--- config.mk ---
export PLATFORM = sky130hd
export DESIGN_NAME = wb_arb
export DESIGN_NICKNAME = d
export VERILOG_FILES = /design/src/rtl/wb_arb_pkg.sv /design/src/rtl/wb_fifo.sv /design/src/rtl/wb_arb.sv
export SDC_FILE = /design/constraint.sdc
export NUM_CORES = 1
export LEC_CHECK = 0
export CORE_ASPECT_RATIO = 0.7
export CORE_MARGIN = 3
export CORE_UTILIZATION = 40
export CTS_CLUSTER_DIAMETER = 30
export CTS_CLUSTER_SIZE = 12
export DETAILED_ROUTE_END_ITERATION = 10
export PLACE_DENSITY = 0.71
export SETUP_SLACK_MARGIN = 0.02
export SLEW_MARGIN = 20
export SYNTH_ARGS = -nofsm -noshare
export SYNTH_HDL_FRONTEND = slang
export SYNTH_SLANG_ARGS = --single-unit
--- constraint.sdc ---
create_clock -name clk -period 9.4 [get_ports clk]
set_clock_uncertainty 0.1 [all_clocks]
set_input_delay 1.88 -clock clk [delete_from_list [all_inputs] [get_ports clk]]
set_output_delay 1.88 -clock clk [all_outputs]
set_load 0.02 [all_outputs]
--- src/rtl/wb_arb_pkg.sv ---
// Shared widths for the writeback arbiter. The `define block below plays the role of def.h:
// DATA_W, REG_W, REG, LWB_DEPTH and LWB_PTR_W can be overridden on the command line.
`ifndef DATA_W
`define DATA_W 32
`endif
`ifndef REG_W
`define REG_W 5
`endif
`ifndef REG
`define REG 32
`endif
`ifndef LWB_DEPTH
`define LWB_DEPTH 4
`endif
`ifndef LWB_PTR_W
`define LWB_PTR_W 2
`endif

package wb_arb_pkg;
  localparam int DATA_W    = `DATA_W;
  localparam int REG_W     = `REG_W;
  localparam int NREG      = `REG;
  localparam int LWB_DEPTH = `LWB_DEPTH;
  localparam int LWB_PTR_W = `LWB_PTR_W;
  localparam int CNT_W     = LWB_PTR_W + 1;

  typedef struct packed {
    logic [REG_W-1:0]  dst;
    logic [DATA_W-1:0] data;
  } wb_entry_t;

  function automatic logic [NREG-1:0] reg_mask(input logic [REG_W-1:0] r);
    return NREG'(1) << r;
  endfunction
endpackage

--- src/rtl/wb_fifo.sv ---
// Long-result buffer: circular FIFO exposing the two oldest entries so up to two
// entries can retire per cycle.
module wb_fifo import wb_arb_pkg::*; (
  input  logic             clk,
  input  logic             rst_n,
  input  logic             push,
  input  wb_entry_t        din,
  input  logic [1:0]       pop,
  output wb_entry_t        head0,
  output wb_entry_t        head1,
  output logic [CNT_W-1:0] count,
  output logic             full,
  output logic             empty
);
  wb_entry_t             mem [LWB_DEPTH];
  logic [LWB_PTR_W-1:0]  rd_ptr;
  logic [LWB_PTR_W-1:0]  wr_ptr;
  logic [LWB_PTR_W-1:0]  rd_nxt;

  assign rd_nxt = rd_ptr + 1'b1;
  assign head0  = mem[rd_ptr];
  assign head1  = mem[rd_nxt];
  assign full   = (count == CNT_W'(LWB_DEPTH));
  assign empty  = (count == '0);

  // Pointers wrap naturally because their width is log2 of the depth.
  always_ff @(posedge clk) begin
    if (!rst_n) begin
      rd_ptr <= '0;
      wr_ptr <= '0;
      count  <= '0;
    end else begin
      if (push) wr_ptr <= wr_ptr + 1'b1;
      rd_ptr <= rd_ptr + LWB_PTR_W'(pop);
      count  <= count + CNT_W'(push) - CNT_W'(pop);
    end
  end

  always_ff @(posedge clk) begin
    if (push) mem[wr_ptr] <= din;
  end
endmodule

--- src/rtl/wb_arb.sv ---
// Writeback arbiter: merges pipe A/B ALU results and buffered long results onto two
// registered register-file write ports. Define WB_BYPASS_EN to let a long result skip the buffer.
module wb_arb import wb_arb_pkg::*; (
  input  logic              clk,
  input  logic              rst_n,
  input  logic              a_valid,
  input  logic [REG_W-1:0]  a_dst,
  input  logic [DATA_W-1:0] a_data,
  input  logic              b_valid,
  input  logic [REG_W-1:0]  b_dst,
  input  logic [DATA_W-1:0] b_data,
  input  logic              l_valid,
  input  logic [REG_W-1:0]  l_dst,
  input  logic [DATA_W-1:0] l_data,
  output logic              l_ready,
  input  logic              set_busy,
  input  logic [REG_W-1:0]  set_dst,
  output logic [NREG-1:0]   busy,
  output logic              we3_a,
  output logic [REG_W-1:0]  a3_a,
  output logic [DATA_W-1:0] wd3_a,
  output logic              we3_b,
  output logic [REG_W-1:0]  a3_b,
  output logic [DATA_W-1:0] wd3_b
);
  // l_valid/l_ready: a long result transfers at a posedge where both are high;
  // l_ready depends only on registered state, never on l_valid.
  wb_entry_t        head0, head1, l_ent, b_ent;
  logic [CNT_W-1:0] count;
  logic             full, empty, live_q, l_acc, push;
  logic [1:0]       pop;
  logic             n_we_a, n_we_b;
  logic [REG_W-1:0] n_a3_a, n_a3_b;
  logic [DATA_W-1:0] n_wd_a, n_wd_b;
  logic [NREG-1:0]  clr, set;

  assign l_ready = live_q && !full;
  assign l_acc   = l_valid && l_ready;
  assign l_ent   = '{dst: l_dst, data: l_data};
  assign set     = (set_busy && set_dst != '0) ? reg_mask(set_dst) : '0;

  wb_fifo u_fifo (
    .clk   (clk),
    .rst_n (rst_n),
    .push  (push),
    .din   (l_ent),
    .pop   (pop),
    .head0 (head0),
    .head1 (head1),
    .count (count),
    .full  (full),
    .empty (empty)
  );

  always_comb begin
    n_we_a = 1'b0; n_a3_a = '0; n_wd_a = '0;
    n_we_b = 1'b0; n_a3_b = '0; n_wd_b = '0;
    push = 1'b0; pop = 2'd0; clr = '0;
    b_ent = head0;
    // ALU results own their port; the older A loses a same-register collision.
    if (a_valid) begin
      n_we_a = (a_dst != '0) && !(b_valid && b_dst == a_dst);
      n_a3_a = a_dst;
      n_wd_a = a_data;
    end else if (!empty) begin
      n_we_a = (head0.dst != '0);
      n_a3_a = head0.dst;
      n_wd_a = head0.data;
      pop    = 2'd1;
      clr    = clr | reg_mask(head0.dst);
    end
    if (b_valid) begin
      n_we_b = (b_dst != '0);
      n_a3_b = b_dst;
      n_wd_b = b_data;
    end else if (count > CNT_W'(pop)) begin
      b_ent  = pop[0] ? head1 : head0;
      n_we_b = (b_ent.dst != '0);
      n_a3_b = b_ent.dst;
      n_wd_b = b_ent.data;
      pop    = pop + 2'd1;
      clr    = clr | reg_mask(b_ent.dst);
    end
`ifdef WB_BYPASS_EN
    // Only an empty buffer may be bypassed, so nothing ever overtakes older entries.
    if (l_acc && empty && !a_valid) begin
      n_we_a = (l_dst != '0);
      n_a3_a = l_dst;
      n_wd_a = l_data;
      clr    = clr | reg_mask(l_dst);
    end else if (l_acc && empty && !b_valid) begin
      n_we_b = (l_dst != '0);
      n_a3_b = l_dst;
      n_wd_b = l_data;
      clr    = clr | reg_mask(l_dst);
    end else begin
      push = l_acc;
    end
`else
    push = l_acc;
`endif
  end

  always_ff @(posedge clk) begin
    if (!rst_n) begin
      we3_a  <= 1'b0; a3_a <= '0; wd3_a <= '0;
      we3_b  <= 1'b0; a3_b <= '0; wd3_b <= '0;
      busy   <= '0;
      live_q <= 1'b0;
    end else begin
      we3_a  <= n_we_a; a3_a <= n_a3_a; wd3_a <= n_wd_a;
      we3_b  <= n_we_b; a3_b <= n_a3_b; wd3_b <= n_wd_b;
      busy   <= (busy & ~clr) | set;
      live_q <= 1'b1;
    end
  end

  // An ALU result aimed at a register still awaiting a long result is an upstream bug.
  a_dst_not_busy: assert property (@(posedge clk) disable iff (!rst_n)
    (a_valid && a_dst != '0) |-> !busy[a_dst]);
  b_dst_not_busy: assert property (@(posedge clk) disable iff (!rst_n)
    (b_valid && b_dst != '0) |-> !busy[b_dst]);
endmodule

==> results of run 1 <==
[metrics by stage]
step / cell area (sq um) / std cells / hold WS (ps)
2_1_floorplan: 12300 / 1037 / 428
3_3_place_gp: 14800 / 1599 / 404
3_5_place_dp: 14800 / 1599 / 401
4_1_cts: 16700 / 1697 / 410
5_1_grt: 16700 / 1697 / 426
6_report: 16700 / 1697 / 416
[layout by cell type, fill, tap and decap left out, drive strengths merged, types with 31 or more instances in the layout]
| cell | count |
|---|---|
| nor3 | 52 |
| clkdlybuf4s50 | 228 |
| mux2 | 33 |
| nor2b | 78 |
| o211ai | 34 |
| o21ai | 41 |
| edfxtp | 148 |
| clkbuf | 65 |
| dfxtp | 116 |
| nor3b | 32 |
| a21oi | 37 |
| o22ai | 31 |
| a211oi | 65 |
| a2bb2oi | 65 |
| mux2i | 34 |
| a32o | 32 |
[path summary, 6_finish.rpt]
path	from	endpoint	slack, ps	cells after the start
hold reg to reg	busy[0]$_SDFF_PN0_	busy[0]$_SDFF_PN0_	420	2
hold / removal	busy[0]$_SDFF_PN0_	busy[0]$_SDFF_PN0_	420	2
setup reg to reg	u_fifo.count[2]$_SDFF_PN0_	u_fifo.count[2]$_SDFF_PN0_	5110	14
setup / recovery	a_valid	u_fifo.count[2]$_SDFF_PN0_	3580	16
[critical path: cells and delay by family]
| family | cells | cell delay, ps |
|---|---|---|
| buffers and inverters | 5 | 1200 |
| AOI/OAI and AO/OA | 1 | 390 |
| and+or+nand+nor | 3 | 1010 |
| adders and majority gates | 4 | 1220 |
| xor gates and xnor gates | 3 | 430 |
[state kept, by name, summed over array words and instances, names as in the netlist]
signal         count
u_fifo.mem       148
busy              32
wd3_a             32
wd3_b             32
a3_a               5
a3_b               5
u_fifo.count       3
u_fifo.rd_ptr      2
u_fifo.wr_ptr      2
live_q             1
we3_a              1
we3_b              1
[kinds of logic (layout without fill, tap and decap cells)]
logic type / count (synthesis) / in the layout / share of synthesized area
muxes: 77 / 77 / 0.0762
xor gates and xnor gates: 11 / 11 / 0.00783
and+or+nand+nor: 251 / 251 / 0.121
DFF: 264 / 264 / 0.550
buffers and inverters: 98 / 346 / 0.0373
AOI/OAI and AO/OA: 326 / 326 / 0.197
adders and majority gates: 10 / 10 / 0.0108
[power by group]
part / internal, mW / switching, mW
Clock: 1.33 / 0.628
Sequential: 1.34 / 0.129
Combinational: 0.699 / 0.921
Total: 3.37 / 1.68
[metal layers]
metal,vias to the layer above,routed length (um),global-route usage,share of wire
met1,4740,16000,0.290,0.45
met3,46,3310,0.0628,0.093
li1,4479,-,-,-
met4,8,445,0.0472,0.012
met2,418,15900,0.322,0.44
met5,-,42,0,0.0012
[layout make-up]
| type | count | area, sq um | area share |
|---|---|---|---|
| inverter | 9 | 33.8 | 0.00202 |
| timing repair buffer | 239 | 2360 | 0.141 |
| clock inverter | 33 | 405 | 0.0243 |
| tap | 412 | 515 | 0.0309 |
| clock buffer | 65 | 1510 | 0.0902 |
| sequential | 264 | 6770 | 0.405 |
| multi-input combinational | 675 | 5110 | 0.306 |
==> metrics.md, run 1 <==
| Metric | Value |
|---|---|
| Outcome | finished, final reports clean |
| Largest net degree at the start of global routing | 91 |
| Worst Max-Slew Pin Slew | slightly above 1000 ps |
| Slowest Stage Delay on Critical Path | around 570 ps |
| Die area | 32,900 sq um |
| Final Util | 0.554 |
| Leak Pwr | around 5.5 nW |
| Initial Util | 0.408 |
| First-pass DRT Iterations | 5 |
| Fillers | 2,538 |
| CP Class | in -> reg |
| Final setup vio count | 0 |
| Remaining antenna violation count | 0 |
| Post-synth EDFFs | 148 |
| Layout cells sized above 1 | 0.139 |
| Crit Path Max Fanout | 50 |
| DP HPWL | around 22,000 um |
| Fin. Hold Viols | 0 |
| Sink Count | around 260 |
| Synthesis warning total | 0 |
| Startpoint Class | input port |
| Mapped Avg Cell Area | 11.9 sq um |
| Minimum clock period | 5820 ps |
| Place WS | 3020 ps |
| Worst-Skew Late Latency | 550 ps |
| Port bufs | 230 |
| CP required | 9740 ps |
| First-pass GRT wire length | 54,800 um |
| Total GRT Usage | 0.208 |
| Mapped cell area | 12,300 sq um |
| Post-CTS Setup Bufs | 0 |
| Clk root buf | clkbuf_16 |
| Layout Nets | 1,373 |
| H-tree lvl count | 2 |
| Cells after Synth | around 1.0k |
| Most frequent CP cell | ha_1 |
| Initial antenna violation count | 4 |
| Area Growth Syn to Fin | 35.8% |
| Ant diodes | 0 |
| Worst hold path type | reg -> reg |
| Gates resized, CTS repair | 0 |
| Synth Flop Type | edfxtp_1 |
| Fin. max-slew vios | 0 |
| Leading area contributor after synthesis | edfxtp_1 |
| Clock-pin slew on the worst setup and hold paths | 50 ps |
| CP Cell Sequence | buf_2 > buf_4 > clkinv_1 > nand2_4 > inv_2 > ha_1 > or2_2 > a21oi_2 > xnor2_1 > ha_1 > inv_1 > ha_1 > fa_1 > xor2_1 > xnor2_1 > and2_1 |
| Critical path arrival | 6170 ps |
| VDD IR max | about 0.15 mV |
| Mapped Nets | between 1k and 1.5k |
| Top cells by count, synth | 148 x edfxtp_1, 116 x dfxtp_1, 78 x nor2b_1 |
| Die height | 153 um |
| Power, Total | 5.05 mW |
| Most frequent cell after synthesis | edfxtp_1 |
| CP max-delay cell | nand2_4 |
| Max Cap Viol | 0 |
| Cts bufs inserted | 52 |
| Register area share after synthesis | 0.550 |
| Asr flop ratio synth | 0 |
| Num ports | approximately 230 |
| Seq cells post-synth | 264 |
| Setup Total Neg Slack | 0 ps |
| Pwr per Cell Area | 302 nW/um^2 |
| Hold-fix buffers, CTS | 0 |
| GP Congestion | 0.845 |
| RSZ-0062 raised after global routing | false |
| WL per Instance | 21.0 um |
| Top cell type's share of synthesized area | 0.361 |
| Iter 0 DRT Violations | 721 |
| Core ar. | approximately 30,000 sq um |
| CP Capture Type | register |
| Drt drc | 0 |
| Unique masters post-synth | 60 |
| Num rows | 53 |
| Vias per inst | 5.71 |
| Fin crit share | 0.619 |
| Relative slew slack | 0.316 |
| Final WS setup | approximately 3600 ps |
| Via count | between 9k and 10k |
| CTS Buffer Depth | 3 |
| Final wirelength | 35,700 um |
| Vias in the first global route | 9,664 |
| CTS tree | done |
| Die W | 216 um |
| Grt ovf | 0 |
| Largest cells by area after synthesis | edfxtp_1 36%, dfxtp_1 19%, a2bb2oi_1 4.6% |
| Fmax | 172 MHz |
Power figures use the tool's default switching activity.
==> run 2: changes to the inputs <==
--- a/config.mk
+++ b/config.mk
@@ -11,7 +11,7 @@
 export CTS_CLUSTER_DIAMETER = 30
 export CTS_CLUSTER_SIZE = 12
 export DETAILED_ROUTE_END_ITERATION = 10
-export PLACE_DENSITY = 0.71
+export PLACE_DENSITY = 0.73
 export SETUP_SLACK_MARGIN = 0.02
 export SLEW_MARGIN = 20
 export SYNTH_ARGS = -nofsm -noshare
==> constraint.sdc (replaced) <==
create_clock -name clk -period 5.1 [get_ports clk]
set_clock_uncertainty 0.1 [all_clocks]
set_input_delay 1.02 -clock clk [delete_from_list [all_inputs] [get_ports clk]]
set_output_delay 1.02 -clock clk [all_outputs]
set_load 0.02 [all_outputs]
==> metrics.md, run 2 (synthesis results as in run 1) <==
| Metric | Value |
|---|---|
| Outcome | finished, final reports clean |
| Commonest non-fill, non-tap cell in the layout | clkdlybuf4s50_1 |
| Clock power frac | 0.379 |
| Sequential share of power | 0.297 |
| VDD IR max | 0.313 mV |
| Gates resized, CTS repair | 0 |
| Drt drc | 0 |
| GP Congestion | about 0.86 |
| Vias per inst | 5.76 |
| WL per Instance | 21.0 um |
| Fillers | 2,492 |
| Worst Reg-to-Reg Cells | 14 |
| Initial Util | 0.408 |
| CP required | around 5400 ps |
| Cts bufs inserted | about 50 |
| Switching power | 3.09 mW |
| Worst-Skew Late Latency | around 540 ps |
| Worst Max-Slew Pin Slew | roughly 1000 ps |
| Fin. Hold Viols | 0 |
| CTS Buffer Depth | 3 |
| Die area | 32,900 sq um |
| Hold path cells | 2 |
| Via count | approximately 9.8k |
| Largest Register | u_fifo.mem |
| CP Capture Type | register |
| Largest net degree at the start of global routing | 102 |
| Setup Total Neg Slack | 0 ps |
| Net Sw Frac | 0.337 |
| Startpoint Class | register |
| Reg2reg end | u_fifo.count[2]$_SDFF_PN0_ |
| Core ar. | 30,200 sq um |
| RR Startpoint | u_fifo.count[2]$_SDFF_PN0_ |
| Worst hold path type | reg -> reg |
| Clk root buf | clkbuf_16 |
| Commonest non-fill, non-tap cells in the layout | 228 x clkdlybuf4s50_1, 148 x edfxtp_1, 114 x dfxtp_1 |
| Hold Startpoint | busy[0]$_SDFF_PN0_ |
| Hold path endpoint | busy[0]$_SDFF_PN0_ |
| Grt ovf | 0 |
| Pint | 6.08 mW |
| Pwr per Cell Area | 552 nW/um^2 |
| Initial antenna violation count | 4 |
| Port bufs | between 200 and 250 |
| Internal reg-to-reg setup slack | 1240 ps |
| Minimum clock period | roughly 3900 ps |
| Clock-pin slew on the worst setup and hold paths | roughly 50 ps |
| CTS tree | done |
| Crit Path Max Fanout | 10 |
| Fmax | 259 MHz |
| Max Cap Viol | 0 |
| Relative slew slack | 0.312 |
| Num ports | 231 |
| Layout Nets | ~1.4k |
| Leak Pwr | between 5 and 6 nW |
| Hold-fix buffers, CTS | 0 |
| Fin crit share | 0.756 |
| Remaining antenna violation count | 0 |
| Iter 0 DRT Violations | ~720 |
| Fin. max-slew vios | 0 |
| Final setup vio count | 0 |
| First-pass DRT Iterations | 4 |
| Final Util | 0.551 |
| Flip-flop count of the largest register after layout | 148 |
| Num rows | 53 |
| RSZ-0062 raised after global routing | false |
| Die height | ~150 um |
| Critical path arrival | 4200 ps |
| Sink Count | 264 |
| Logic gate share of total power | 0.324 |
| Layout cells sized above 1 | 0.133 |
| Die W | 216 um |
| Vias in the first global route | ~9.8k |
| Final wirelength | about 36,000 um |
| H-tree lvl count | 2 |
| CP Class | reg -> reg |
| DP HPWL | between 20,000 and 25,000 um |
| First-pass GRT wire length | 55,400 um |
| Area Growth Syn to Fin | 35.0% |
| Total GRT Usage | 0.211 |
| Post-CTS Setup Bufs | 0 |
-- run 2: changes by cell type in the layout (fill, tap and decap cells not counted), moves of 3 or more --
cell       change
clkbuf_16      -5
clkinv_1       +4
clkbuf_1       +4
clkinv_2       -9
clkbuf_8       -3
inv_6          +4
-- run 2: worst max path at each step --
stage,to,slack (ps),cells after the start,startpoint
2_1_floorplan,u_fifo.count[2]$_SDFF_PN0_,780,16,a_valid
3_3_place_gp,u_fifo.count[2]$_SDFF_PN0_,890,15,a_valid
3_5_place_dp,u_fifo.count[2]$_SDFF_PN0_,800,15,a_valid
4_1_cts,u_fifo.count[2]$_SDFF_PN0_,1230,14,u_fifo.count[2]$_SDFF_PN0_
5_1_grt,u_fifo.count[2]$_SDFF_PN0_,1000,14,u_fifo.count[2]$_SDFF_PN0_
6_report,u_fifo.count[2]$_SDFF_PN0_,1240,14,u_fifo.count[2]$_SDFF_PN0_
-- run 2: metal layers --
layer,GRT usage,up-vias,part of all wire
met5,0,-,0.00065
met4,0.0664,4,0.021
met3,0.0666,67,0.087
met2,0.326,445,0.45
met1,0.284,4775,0.44
li1,-,4489,-
-- run 2: layout make-up --
type                            instances  area (sq um)  share of cell area
Antenna cell                            1          2.50            0.000151
Clock buffer                           61          1360              0.0816
Clock inverter                         35           448              0.0270
Inverter                                9          33.8             0.00203
Multi-Input combinational cell        675          5110               0.307
Sequential cell                       264          6770               0.408
Tap cell                              412           515              0.0310
Timing Repair Buffer                  241          2370               0.143
-- run 2: worst max-delay path: stages (launching register included) --
cell,delay [ps]
dfxtp_1,370
or3_1,570
nand2_4,140
inv_2,40
ha_1,250
or2_2,290
a21oi_2,390
xnor2_1,160
ha_1,300
inv_1,40
ha_1,200
fa_1,440
xor2_1,170
xnor2_1,130
and2_1,160
-- run 2: stage by stage --
step	std cells	area [sq um]	setup WS (ps)	hold WS [ps]	power, mW
after floorplan	1037	12300	778	428	4.80
after global placement	1601	14800	893	392	5.61
after detailed placement	1601	14800	803	392	5.68
after CTS	1697	16600	1230	403	9.20
after global routing	1698	16600	1000	428	9.61
final	1698	16600	1240	409	9.16
-- run 2: power groups by stage --
| stage | Clock [mW] | Combinational [mW] | Sequential, mW |
|---|---|---|---|
| after floorplan | 0 | 2.07 | 2.73 |
| after global placement | 0 | 2.86 | 2.75 |
| after detailed placement | 0 | 2.93 | 2.76 |
| after CTS | 3.53 | 2.95 | 2.72 |
| after global routing | 3.65 | 3.21 | 2.75 |
| final | 3.48 | 2.97 | 2.72 |
